<file path="src/rtl/alu_result_collector.sv">
// rtl/alu_result_collector.sv - priority-tagged show-ahead result FIFO behind the ALU units (optional RESULT_PAR via ALU_COLLECT_PARITY_EN)
module alu_result_collector #(
    parameter int DATA_WIDTH     = 16,
    parameter int FIFO_DEPTH     = 4,
    parameter int DROP_CNT_WIDTH = 8
) (
    input  logic                          Clk,
    input  logic                          RST,
    input  logic [DATA_WIDTH-1:0]         ARITH_OUT,
    input  logic                          ARITH_FLAG,
    input  logic [DATA_WIDTH-1:0]         LOGIC_OUT,
    input  logic                          LOGIC_FLAG,
    input  logic [DATA_WIDTH-1:0]         CMP_OUT,
    input  logic                          CMP_FLAG,
    input  logic [DATA_WIDTH-1:0]         SHIFT_OUT,
    input  logic                          SHIFT_FLAG,
    input  logic                          OUT_READY,
    output logic [DATA_WIDTH-1:0]         RESULT_OUT,
    output logic [1:0]                    RESULT_SRC,
    output logic                          RESULT_VALID,
    output logic [$clog2(FIFO_DEPTH):0]   FIFO_COUNT,
    output logic [DROP_CNT_WIDTH-1:0]     DROP_COUNT,
`ifdef ALU_COLLECT_PARITY_EN
    output logic                          RESULT_PAR,
`endif
    output logic                          MULTI_ERR
);

    localparam int AW = $clog2(FIFO_DEPTH);
    localparam int CW = AW + 1;
`ifdef ALU_COLLECT_PARITY_EN
    localparam int EW = DATA_WIDTH + 3;
`else
    localparam int EW = DATA_WIDTH + 2;
`endif
    localparam logic [CW-1:0]             CNT_FULL  = CW'(FIFO_DEPTH);
    localparam logic [CW-1:0]             CNT_ALMOST = CW'(FIFO_DEPTH - 1);
    localparam logic [CW-1:0]             CNT_ONE   = CW'(1);
    localparam logic [AW-1:0]             PTR_ONE   = AW'(1);
    localparam logic [DROP_CNT_WIDTH-1:0] DROP_ONE  = DROP_CNT_WIDTH'(1);

    typedef enum logic [1:0] {
        S_EMPTY   = 2'd0,
        S_PARTIAL = 2'd1,
        S_FULL    = 2'd2
    } state_t;

    state_t                      state;
    logic [EW-1:0]               mem [FIFO_DEPTH];
    logic [AW-1:0]               wr_ptr;
    logic [AW-1:0]               rd_ptr;
    logic [CW-1:0]               count;
    logic [DROP_CNT_WIDTH-1:0]   drop_cnt;
    logic                        multi_err;

    logic                        wr_req;
    logic                        multi_hit;
    logic [1:0]                  wr_src;
    logic [DATA_WIDTH-1:0]       wr_data;
    logic [EW-1:0]               wr_entry;
    logic                        pop;
    logic                        do_wr;
    logic                        drop;
    logic [EW-1:0]               head;

    // Pick the highest-priority unit result (arith > logic > cmp > shift) and note collisions
    always_comb begin
        wr_src    = 2'b00;
        wr_data   = '0;
        wr_req    = ARITH_FLAG | LOGIC_FLAG | CMP_FLAG | SHIFT_FLAG;
        multi_hit = (32'(ARITH_FLAG) + 32'(LOGIC_FLAG) + 32'(CMP_FLAG) + 32'(SHIFT_FLAG)) > 32'd1;
        if (ARITH_FLAG) begin
            wr_src  = 2'b00;
            wr_data = ARITH_OUT;
        end else if (LOGIC_FLAG) begin
            wr_src  = 2'b01;
            wr_data = LOGIC_OUT;
        end else if (CMP_FLAG) begin
            wr_src  = 2'b10;
            wr_data = CMP_OUT;
        end else if (SHIFT_FLAG) begin
            wr_src  = 2'b11;
            wr_data = SHIFT_OUT;
        end
`ifdef ALU_COLLECT_PARITY_EN
        wr_entry = {^{wr_src, wr_data}, wr_src, wr_data};
`else
        wr_entry = {wr_src, wr_data};
`endif
    end

    // A full FIFO still accepts a write when the head leaves in the same cycle
    assign pop   = RESULT_VALID & OUT_READY;
    assign do_wr = wr_req & ((state != S_FULL) | pop);
    assign drop  = wr_req & (state == S_FULL) & ~pop;

    // Occupancy tracker, pointers, drop counter and sticky collision flag
    always_ff @(posedge Clk or negedge RST) begin
        if (!RST) begin
            state     <= S_EMPTY;
            wr_ptr    <= '0;
            rd_ptr    <= '0;
            count     <= '0;
            drop_cnt  <= '0;
            multi_err <= 1'b0;
        end else begin
            if (do_wr) wr_ptr <= wr_ptr + PTR_ONE;
            if (pop)   rd_ptr <= rd_ptr + PTR_ONE;
            if (do_wr && !pop)      count <= count + CNT_ONE;
            else if (pop && !do_wr) count <= count - CNT_ONE;
            if (drop && drop_cnt != '1) drop_cnt <= drop_cnt + DROP_ONE;
            if (multi_hit) multi_err <= 1'b1;
            case (state)
                S_EMPTY:   if (do_wr) state <= S_PARTIAL;
                S_PARTIAL: begin
                    if (do_wr && !pop && count == CNT_ALMOST)  state <= S_FULL;
                    else if (pop && !do_wr && count == CNT_ONE) state <= S_EMPTY;
                end
                S_FULL:    if (pop && !do_wr) state <= S_PARTIAL;
                default:   state <= S_EMPTY;
            endcase
        end
    end

    // Entry storage is deliberately left out of reset
    always_ff @(posedge Clk) begin
        if (do_wr) mem[wr_ptr] <= wr_entry;
    end

    assign head         = mem[rd_ptr];
    assign RESULT_VALID = (state != S_EMPTY);
    assign RESULT_OUT   = RESULT_VALID ? head[DATA_WIDTH-1:0] : '0;
    assign RESULT_SRC   = RESULT_VALID ? head[DATA_WIDTH+1:DATA_WIDTH] : 2'b00;
`ifdef ALU_COLLECT_PARITY_EN
    assign RESULT_PAR   = RESULT_VALID & head[DATA_WIDTH+2];
`endif
    assign FIFO_COUNT   = count;
    assign DROP_COUNT   = drop_cnt;
    assign MULTI_ERR    = multi_err;

endmodule
</file>
<file path="config.mk">
export PLATFORM = sky130hd
export DESIGN_NAME = alu_result_collector
export DESIGN_NICKNAME = d
export VERILOG_FILES = /design/src/rtl/alu_result_collector.sv
export SDC_FILE = /design/constraint.sdc
export NUM_CORES = 1
export LEC_CHECK = 0
export ABC_AREA = 1
export BUFFER_PORTS_ARGS = -buffer_cell sky130_fd_sc_hd__buf_2
export CAP_MARGIN = 20
export CORE_ASPECT_RATIO = 0.9
export CORE_MARGIN = 2
export CORE_UTILIZATION = 58
export CTS_CLUSTER_SIZE = 14
export DETAILED_ROUTE_END_ITERATION = 16
export PLACE_DENSITY = 0.93
export SETUP_SLACK_MARGIN = 0.5
export SYNTH_ARGS = -nofsm -noshare
export SYNTH_HDL_FRONTEND = slang
export SYNTH_SLANG_ARGS = --single-unit
export TNS_END_PERCENT = 100
</file>
<file path="constraint.sdc">
create_clock -name Clk -period 4.85 [get_ports Clk]
set_clock_uncertainty 0.1 [all_clocks]
set_input_delay 0.2425 -clock Clk [delete_from_list [all_inputs] [get_ports Clk]]
set_output_delay 0.2425 -clock Clk [all_outputs]
set_load 0.05 [all_outputs]
</file>
# After elaboration in Yosys (flattened, before gate mapping)
# Memories as Yosys holds them, arrays and structs flattened.
# Cells that the tools add are included.
# totals
register_bits	18
latchBits	0
mem_bits_rw	72
mem_bits_ro	0
output_inout_bits	31
memories	1
# memory_table
memory	words	width	rd	rd_clocked_by_memory_dff	write_ports	line_no	text
mem	4	18	1	0	1	49	logic [EW-1:0] mem [FIFO_DEPTH];
# op_classes
addsub	8
mul	0
div	0
order_cmp	1
eq_ne	9
shift	0
mux	19
n_bitwise	9
reduce_logical	11
# op_table
op	n
$mux 16	5
$mux 2	9
$add 8x1->8 const B	1
$ne 8x8->1 const B	1
$mux 3	2
$pmux 2 s3	1
$logic_and 1x1->1	5
$add 2x1->2 const B	2
$add 3x1->4	1
$and 1x1->1	4
$gt 4x1->1 const B	1
$ne 2x2->1 const B	2
$or 1x1->1	4
$reduce_bool 2->1	2
$add 2x1->3	1
$add 3x1->3 const B	1
$eq 3x1->1 const B	1
$eq 3x2->1 const B	1
$ne 3x3->1 const B	1
$reduce_and 3->1	1
$sub 3x1->3 const B	1
$add 1x1->2	1
$eq 2x1->1 const B	1
$eq 2x2->1 const B	1
5 further kinds	7

# Depth between registers and ports, before layout
# Gate-level depths: netlist of run 1.
# logic_depth
depth_word	10
mapped_depth	14
mapped_depth_nobuf	12

# Worst setup path before layout of run 1
# No wires, ideal clock.
# synth_path
path_type	input -> register
from	input port ARITH_FLAG
to	memory mem[0][0] (netlist name) (enable)
setup_ns	0.393
t_arrival_ns	1.863
setup_slack_ns	2.494
path_stages	7
n_path_buf	2
path_cell_list	buf_2 > inv_2 > buf_2 > ha_1 > nand2_1 > nand2_2 > nor2_1
# synth_via
elab_chain_cells	6
# synth_lines
element	line_no	text
from (decl)	10	input logic ARITH_FLAG,
$or 1x1->1 (3 in a row)	70	wr_req = ARITH_FLAG | LOGIC_FLAG | CMP_FLAG | SHIFT_FLAG;
$and 1x1->1	94	assign do_wr = wr_req & ((state != S_FULL) | pop);
$mux 1	127	if (do_wr) mem[wr_ptr] <= wr_entry;
$mux 1 (implied by the code)	127	
to (decl)	49	
# No other way between the ends.

# Worst setup path in the final report of run 1
# layout_path
from	register rd_ptr[0]
to	output port RESULT_OUT[8]
# layout_via
elab_chain_cells	2
# layout_lines
element	line_no	text
from (decl)	51	logic [AW-1:0] rd_ptr;
from (signal assigned)	108	if (pop) rd_ptr <= rd_ptr + PTR_ONE;
$mem_v2 4x18	--	
$mux 16	132	assign RESULT_OUT = RESULT_VALID ? head[DATA_WIDTH-1:0] : '0;
to (decl)	18	output logic [DATA_WIDTH-1:0] RESULT_OUT,
# No other way between the ends.

==> impl_metrics.env, run 1 <==
export IMPL_core_area_mm2=0.00754
export IMPL_period_needed_ns=2.91
export IMPL_drive_gt1_share_pct=22.7
export IMPL_antenna_found_initial=0
export IMPL_max_freq_ghz=0.344
export IMPL_clockBufferDepth=2
export IMPL_holdWs_ns=0.157
export IMPL_io_pin_count=102
export IMPL_rows=30
export IMPL_drtIter0Drc=450
export IMPL_synth_most_common_cell="nand2_1"
export IMPL_die_w_um=96.8
export IMPL_yosysTopAreaCellShare_pct=48.1
export IMPL_yosysTopAreaCell="edfxtp_1"
export IMPL_path_clk_slew_ns=0.09
export IMPL_syn_num_nets=557
export IMPL_hold_class="input port to register"
export IMPL_dieArea_mm2=0.00847
export IMPL_required_ns=4.51
export IMPL_rsz0062_at_grt="false"
export IMPL_cts_buffers_inserted=9
export IMPL_worstPathMaxFanout=36
export IMPL_finalMaxSlewViolations=0
export IMPL_synth_area_mm2=0.00449
export IMPL_first_pass_iters=5
export IMPL_clk_latency_ns=0.36
export IMPL_nNetsFinal=655
export IMPL_combPwrFrac_pct=46.2
export IMPL_crit_path_start_kind="register"
export IMPL_portBuffers=101
export IMPL_synth_cell_types=28
export IMPL_root_buffer="clkbuf_8"
export IMPL_hold_viol=0
export IMPL_postRouteAntennaNets=0
export IMPL_finalSetupTns_ns=0
export IMPL_netSwitchingFraction_pct=46.8
export IMPL_synthCells=473
export IMPL_internal_power_mw=1.75
export IMPL_synth_edff_count=72
export IMPL_tightest_slew_ns=0.902
export IMPL_setup_viol=0
export IMPL_grt_pass1_wl_um=17900
export IMPL_hpwlAfterDp_um=7720
export IMPL_num_antenna_cells=0
export IMPL_synth_common_cells="111 x nand2_1, 91 x nor2_1, 72 x edfxtp_1"
export IMPL_seqPwrFrac_pct=39.0
export IMPL_ir_drop_v=0.000280
export IMPL_initial_core_util_pct=59.5
export IMPL_p_total_mw=3.29
export IMPL_area_delta_synth_final_pct=16.0
export IMPL_ys_seq_elements=90
export IMPL_drc=0
export IMPL_post_place_cells=655
export IMPL_post_cts_buffers=0
export IMPL_status="completed"
export IMPL_slew_headroom_pct=39.9
export IMPL_fin_crit_sh_pct=60.0
export IMPL_post_drt_wl_per_cell_um=16.1
export IMPL_grt_usage_pct=26.9
export IMPL_grt_max_degree=37
export IMPL_routed_wirelength_um=10800
export IMPL_clkSinkCount=90
export IMPL_grt_overflow_total=0
export IMPL_avgViaCountPerCell=5.55
export IMPL_grt_pass1_vias=3789
export IMPL_die_h_um=87.5
export IMPL_p_leak_nw=2.29
export IMPL_fin_cells=672
export IMPL_syn_avg_cell_area_um2=9.50
export IMPL_num_vias=3731
export IMPL_cp_end_kind="output port"
export IMPL_power_density_mw_per_mm2=632
export IMPL_synth_ff_type="edfxtp_1"
export IMPL_worstPathArrival_ns=2.57
export IMPL_yosysWarnings=0
export IMPL_cap_violations=0
export IMPL_synthTopCellsByArea="edfxtp_1 48%, dfrtp_1 10%, nand2_1 9.3%, nor2_1 7.6%, a21oi_1 3.9%"
export IMPL_async_flop_share_pct=20.0
export IMPL_htreeDepth=3
export IMPL_gp_congestion=0.947
export IMPL_p_switching_mw=1.54
export IMPL_cts_tree="yes"
export IMPL_p_clk_share_pct=14.8
export IMPL_critical_path_class="register to output port"
export IMPL_yosysSeqAreaShare_pct=58.2
-- metrics by stage --
stage / setup slack [ns] / util [%] / instance area, µm²
5_1_grt: 1.71 / 69.1 / 5210
3_3_place_gp: 2.38 / 66.5 / 5010
3_5_place_dp: 2.26 / 66.5 / 5010
4_1_cts: 1.96 / 69.1 / 5210
2_1_floorplan: 2.49 / - / 4490
6_report: 1.94 / 69.1 / 5210
-- state kept, by name (all words and copies together) (netlist names) --
register	cells
mem	72
DROP_COUNT	8
FIFO_COUNT	3
rd_ptr	2
state	2
wr_ptr	2
MULTI_ERR	1
-- final cells by class --
class | instances | area (µm²)
Fill cell | 543 | 2330
Clock buffer | 11 | 131
Clock inverter | 5 | 55.1
Inverter | 29 | 109
Tap cell | 96 | 120
Timing Repair Buffer | 108 | 561
Multi-Input combinational cell | 333 | 1620
Sequential cell | 90 | 2610
-- timing repair --
item / in CTS / in global routing
hold buffers: 1 / 0
resized for setup: 0 / 0
hold endpoints to repair: 18 / 0
-- cell families (layout without fill, tap and decap cells) --
kind of cell             count (synthesis)  count (layout)  share of synthesized area [%]
AND/OR/NAND/NOR                        215             215                           18.9
AO/OA/AOI/OAI                           97              97                           11.8
flip-flops                              90              90                           58.2
buffers and inverters                   50             153                           5.71
adder cells (fa/ha/maj)                 13              13                           3.79
XOR/XNOR                                 8               8                           1.56
-- metal layers --
metal / GRT usage [%] / vias up / routed length [µm]
met4: 10.8 / 0 / 268
met1: 33.1 / 1726 / 4200
met5: 0 / - / 0
li1: - / 1782 / -
met3: 4.17 / 32 / 781
met2: 48.3 / 191 / 5570
-- path summary, 6_finish.rpt --
kind / slack, ns / to / cells after the start / from
max: 1.94 / RESULT_OUT[8] / 5 / rd_ptr[0]$_DFFE_PN0P_
min: 0.16 / mem[2][3]$_DFFE_PP_ / 3 / ARITH_OUT[3]
max reg2reg: 2.88 / mem[3][17]$_DFFE_PP_ / 4 / state[1]$_DFFE_PN0P_
min reg2reg: 0.42 / state[0]$_DFFE_PN0P_ / 1 / state[0]$_DFFE_PN0P_
max in group asynchronous: 4.08 / state[0]$_DFFE_PN0P_ / 2 / RST
min in group asynchronous: 0.26 / DROP_COUNT[1]$_DFFE_PN0P_ / 2 / RST
-- worst max-delay path: stages, from the launching register on --
cell     delay (ns)
dfrtp_1        0.73
buf_4          0.35
inv_2          0.41
o21ai_0        0.18
a21oi_1        0.23
buf_2          0.30
-- cells in the final DEF, fill, tap and decap left out --
| cell | n |
|---|---|
| a211o_1 | 1 |
| nand3b_1 | 1 |
| nor2_8 | 1 |
| nand3_1 | 5 |
| o21ai_0 | 25 |
| bufinv_16 | 1 |
| fa_1 | 1 |
| clkinv_2 | 1 |
| clkbuf_1 | 2 |
| o21ai_1 | 19 |
| buf_2 | 101 |
| nand3_2 | 1 |
| clkinvlp_4 | 1 |
| nor2_2 | 2 |
| clkinv_1 | 1 |
| xnor2_1 | 3 |
| o211ai_1 | 16 |
| dfrtp_1 | 18 |
| ha_1 | 12 |
| inv_2 | 5 |
| clkbuf_8 | 9 |
| clkinv_4 | 1 |
| nand2_1 | 111 |
| edfxtp_1 | 72 |
| dlygate4sd3_1 | 1 |
| nand2_2 | 2 |
| a21oi_1 | 35 |
| inv_1 | 24 |
| buf_4 | 6 |
| nor3_1 | 1 |
| nor2_1 | 91 |
| o31ai_1 | 1 |
| xor2_1 | 5 |
-- power groups by stage --
| stage | sequential, mW | combinational, mW | clock (mW) |
|---|---|---|---|
| 2_1_floorplan | 1.28 | 1.17 | 0 |
| 3_3_place_gp | 1.28 | 1.47 | 0 |
| 6_report | 1.28 | 1.52 | 0.487 |
| 3_5_place_dp | 1.30 | 1.52 | 0 |
| 5_1_grt | 1.31 | 1.66 | 0.523 |
| 4_1_cts | 1.28 | 1.53 | 0.488 |
(Power assumes the default switching activity.)
==> run 2, diff against run 1 <==
--- a/config.mk
+++ b/config.mk
@@ -5,15 +5,15 @@
 export SDC_FILE = /design/constraint.sdc
 export NUM_CORES = 1
 export LEC_CHECK = 0
-export ABC_AREA = 1
+export ABC_AREA = 0
 export BUFFER_PORTS_ARGS = -buffer_cell sky130_fd_sc_hd__buf_2
 export CAP_MARGIN = 20
 export CORE_ASPECT_RATIO = 0.9
 export CORE_MARGIN = 2
-export CORE_UTILIZATION = 58
+export CORE_UTILIZATION = 54
 export CTS_CLUSTER_SIZE = 14
 export DETAILED_ROUTE_END_ITERATION = 16
-export PLACE_DENSITY = 0.93
+export PLACE_DENSITY = 0.88
 export SETUP_SLACK_MARGIN = 0.5
 export SYNTH_ARGS = -nofsm -noshare
 export SYNTH_HDL_FRONTEND = slang
==> constraint.sdc (replaced) <==
create_clock -name Clk -period 2.82 [get_ports Clk]
set_clock_uncertainty 0.1 [all_clocks]
set_input_delay 0.141 -clock Clk [delete_from_list [all_inputs] [get_ports Clk]]
set_output_delay 0.141 -clock Clk [all_outputs]
set_load 0.05 [all_outputs]
==> run 2 against run 1 <==
  * Sequential share of layout area rose by 1.1 points
  * Via count fell by 21%
  * Cell count fell by 25%
  * Clock-buffer cell count fell by 1
  * Global-route usage fell by 4.5 points
  * Flip-flop and latch count did not move
  * Hold slack got worse by 0.15 ns
  * Largest cell class unchanged
==> impl_metrics.env, run 2 <==
export IMPL_min_to="rd_ptr[1]$_DFFE_PN0P_"
export IMPL_synthAdderAreaFrac_pct=3.98
export IMPL_slew_headroom_pct=61.2
export IMPL_status="completed"
export IMPL_period_needed_ns=2.22
export IMPL_routed_wirelength_um=9430
export IMPL_htreeDepth=3
export IMPL_async_flop_share_pct=20.0
export IMPL_synthCells=300
export IMPL_hold_viol=0
export IMPL_syn_num_nets=384
export IMPL_required_ns=2.58
export IMPL_tightest_slew_ns=0.577
export IMPL_hp_start="OUT_READY"
export IMPL_clk_latency_ns=0.35
export IMPL_p_switching_mw=2.35
export IMPL_die_h_um=88.4
export IMPL_antenna_found_initial=0
export IMPL_synthXorXnorAreaFrac_pct=1.23
export IMPL_synth_ff_type="edfxtp_1"
export IMPL_cp_end_kind="output port"
export IMPL_worstPathMaxFanout=18
export IMPL_fin_cells=501
export IMPL_initial_core_util_pct=56.1
export IMPL_num_vias=2964
export IMPL_drtIter0Drc=263
export IMPL_synth_area_mm2=0.00428
export IMPL_yosysSeqAreaShare_pct=61.1
export IMPL_slowest_stage="mux4_2"
export IMPL_io_pin_count=102
export IMPL_crit_path_start_kind="register"
export IMPL_ff2ff_path_depth=6
export IMPL_drive_gt1_share_pct=37.5
export IMPL_avgViaCountPerCell=5.92
export IMPL_grt_pass1_vias=2961
export IMPL_r2r_slack_ns=0.76
export IMPL_die_w_um=97.8
export IMPL_grt_pass1_wl_um=14900
export IMPL_worstPathCellList="buf_8 > mux4_2 > and2_1 > buf_2"
export IMPL_worstPathArrival_ns=1.98
export IMPL_fin_crit_sh_pct=78.7
export IMPL_synth_compound_area_share_pct=8.08
export IMPL_path_clk_slew_ns=0.08
export IMPL_dieArea_mm2=0.00865
export IMPL_grt_max_degree=36
export IMPL_grt_overflow_total=0
export IMPL_slowest_delay_ns=0.55
export IMPL_finalMaxSlewViolations=0
export IMPL_p_clk_share_pct=16.8
export IMPL_drc=0
export IMPL_seqPwrFrac_pct=38.9
export IMPL_max_freq_ghz=0.451
export IMPL_synth_top_family_by_area="simple AND/OR/NAND/NOR gates"
export IMPL_postRouteAntennaNets=0
export IMPL_worst_hold_path_num_cells=3
export IMPL_hpwlAfterDp_um=6400
export IMPL_first_pass_iters=6
export IMPL_r2r_start="state[1]$_DFFE_PN0P_"
export IMPL_ir_drop_v=0.000669
export IMPL_p_total_mw=5.64
export IMPL_mostFrequentLayoutCells="101 x buf_2, 72 x edfxtp_1, 21 x nand2_1"
export IMPL_fin_ws_ns=0.601
export IMPL_post_drt_wl_per_cell_um=18.8
export IMPL_synthSimpleGateAreaFrac_pct=11.4
export IMPL_synthMuxAreaShare_pct=11.3
export IMPL_largest_register="mem"
export IMPL_internal_power_mw=3.29
export IMPL_setup_viol=0
export IMPL_gp_congestion=0.801
export IMPL_r2r_end="FIFO_COUNT[2]$_DFFE_PN0P_"
export IMPL_largest_register_ffs=72
export IMPL_synth_edff_count=72
export IMPL_yosysWarnings=0
export IMPL_synth_cell_types=44
export IMPL_dpl_worst_slack_ns=0.801
export IMPL_portBuffers=101
export IMPL_synthTopCellsByArea="edfxtp_1 51%, dfrtp_1 11%, mux4_2 9.5%, ha_1 3.5%, a221oi_1 3.3%"
export IMPL_cts_buffers_inserted=9
export IMPL_yosysTopAreaCell="edfxtp_1"
export IMPL_cts_tree="yes"
export IMPL_core_area_mm2=0.00762
export IMPL_syn_avg_cell_area_um2=14.3
export IMPL_grt_usage_pct=22.4
export IMPL_rsz0062_at_grt="false"
export IMPL_root_buffer="clkbuf_8"
export IMPL_p_leak_nw=2.05
export IMPL_nNetsFinal=484
export IMPL_rows=30
export IMPL_critical_path_class="register to output port"
export IMPL_post_place_cells=484
export IMPL_num_antenna_cells=0
export IMPL_clockBufferDepth=2
export IMPL_hold_class="input port to register"
export IMPL_netSwitchingFraction_pct=41.7
export IMPL_combPwrFrac_pct=44.3
export IMPL_cap_violations=0
export IMPL_final_common_cell="buf_2"
export IMPL_clkSinkCount=90
export IMPL_finalSetupTns_ns=0
export IMPL_synth_common_cells="72 x edfxtp_1, 21 x nand2_1, 20 x nor2_1"
export IMPL_yosysTopAreaCellShare_pct=50.6
export IMPL_ys_seq_elements=90
export IMPL_synth_most_common_cell="edfxtp_1"
export IMPL_power_density_mw_per_mm2=1100
export IMPL_area_delta_synth_final_pct=19.3
run 2: metrics by stage:
stage	hold WS [ns]	util, %	cell area [µm²]
floorplan	-0.255	-	4280
global placement	-0.0130	63.9	4870
detailed placement	-0.00146	63.9	4870
CTS	0.00261	66.9	5100
global route	0.0331	67.0	5100
finish	0.00825	67.0	5100
run 2: area by class of cell:
| class | instances | area (µm²) |
|---|---|---|
| clock buffer | 10 | 128 |
| clock inverter | 6 | 88.8 |
| fill | 543 | 2520 |
| inverter | 11 | 41.3 |
| multi-input combinational | 180 | 1540 |
| sequential | 90 | 2610 |
| tap | 96 | 120 |
| timing repair buffer | 108 | 568 |
run 2: kinds of logic (layout without fill, tap and decap cells):
| logic type | after synthesis | in the layout |
|---|---|---|
| AOI/OAI and AO/OA | 46 | 46 |
| xor gates and xnor gates | 6 | 6 |
| adders and majority gates | 13 | 13 |
| buffers and inverters | 30 | 135 |
| DFF | 90 | 90 |
| muxes | 25 | 25 |
| and+or+nand+nor | 90 | 90 |
run 2: metal layers:
layer,track usage [%],share of wire [%]
met3,4.58,6.5
met2,39.4,52
met4,7.58,1.8
met5,0,0
met1,28.5,39
run 2: worst max path at each step:
| stage | start | cells after the start | slack (ns) | to |
|---|---|---|---|---|
| 2_1_floorplan | LOGIC_FLAG | 7 | 0.48 | mem[0][0]$_DFFE_PP_ |
| 3_3_place_gp | state[1]$_DFFE_PN0P_ | 6 | 0.88 | FIFO_COUNT[2]$_DFFE_PN0P_ |
| 3_5_place_dp | state[1]$_DFFE_PN0P_ | 6 | 0.80 | FIFO_COUNT[2]$_DFFE_PN0P_ |
| 4_1_cts | rd_ptr[0]$_DFFE_PN0P_ | 4 | 0.55 | RESULT_OUT[7] |
| 5_1_grt | rd_ptr[0]$_DFFE_PN0P_ | 4 | 0.53 | RESULT_SRC[1] |
| 6_report | rd_ptr[0]$_DFFE_PN0P_ | 4 | 0.60 | RESULT_OUT[7] |
run 2: power groups by stage:
stage                     Sequential (mW)  Combinational (mW)  Clock (mW)
after detailed placement             2.21                2.50           0
after global placement               2.16                2.44           0
after floorplan                      2.19                1.89           0
final                                2.19                2.49       0.949
after CTS                            2.19                2.52       0.956
after global routing                 2.23                2.63        1.02
run 2: worst max-delay path, delay by kind of cell (launching register included):
kind / cells / cell delay, ns
buf+inv: 2 / 0.46
flops: 1 / 0.43
mux: 1 / 0.55
simple gates: 1 / 0.17
run 2: what timing repair did:
item / 4_1_cts / 5_1_grt
hold endpoints to repair: 18 / 0
buffers inserted: 0 / 0
hold buffers: 1 / 0
pin swaps: 0 / 0
endpoints found under the setup margin: 18 / 3
resized for setup: 2 / 1
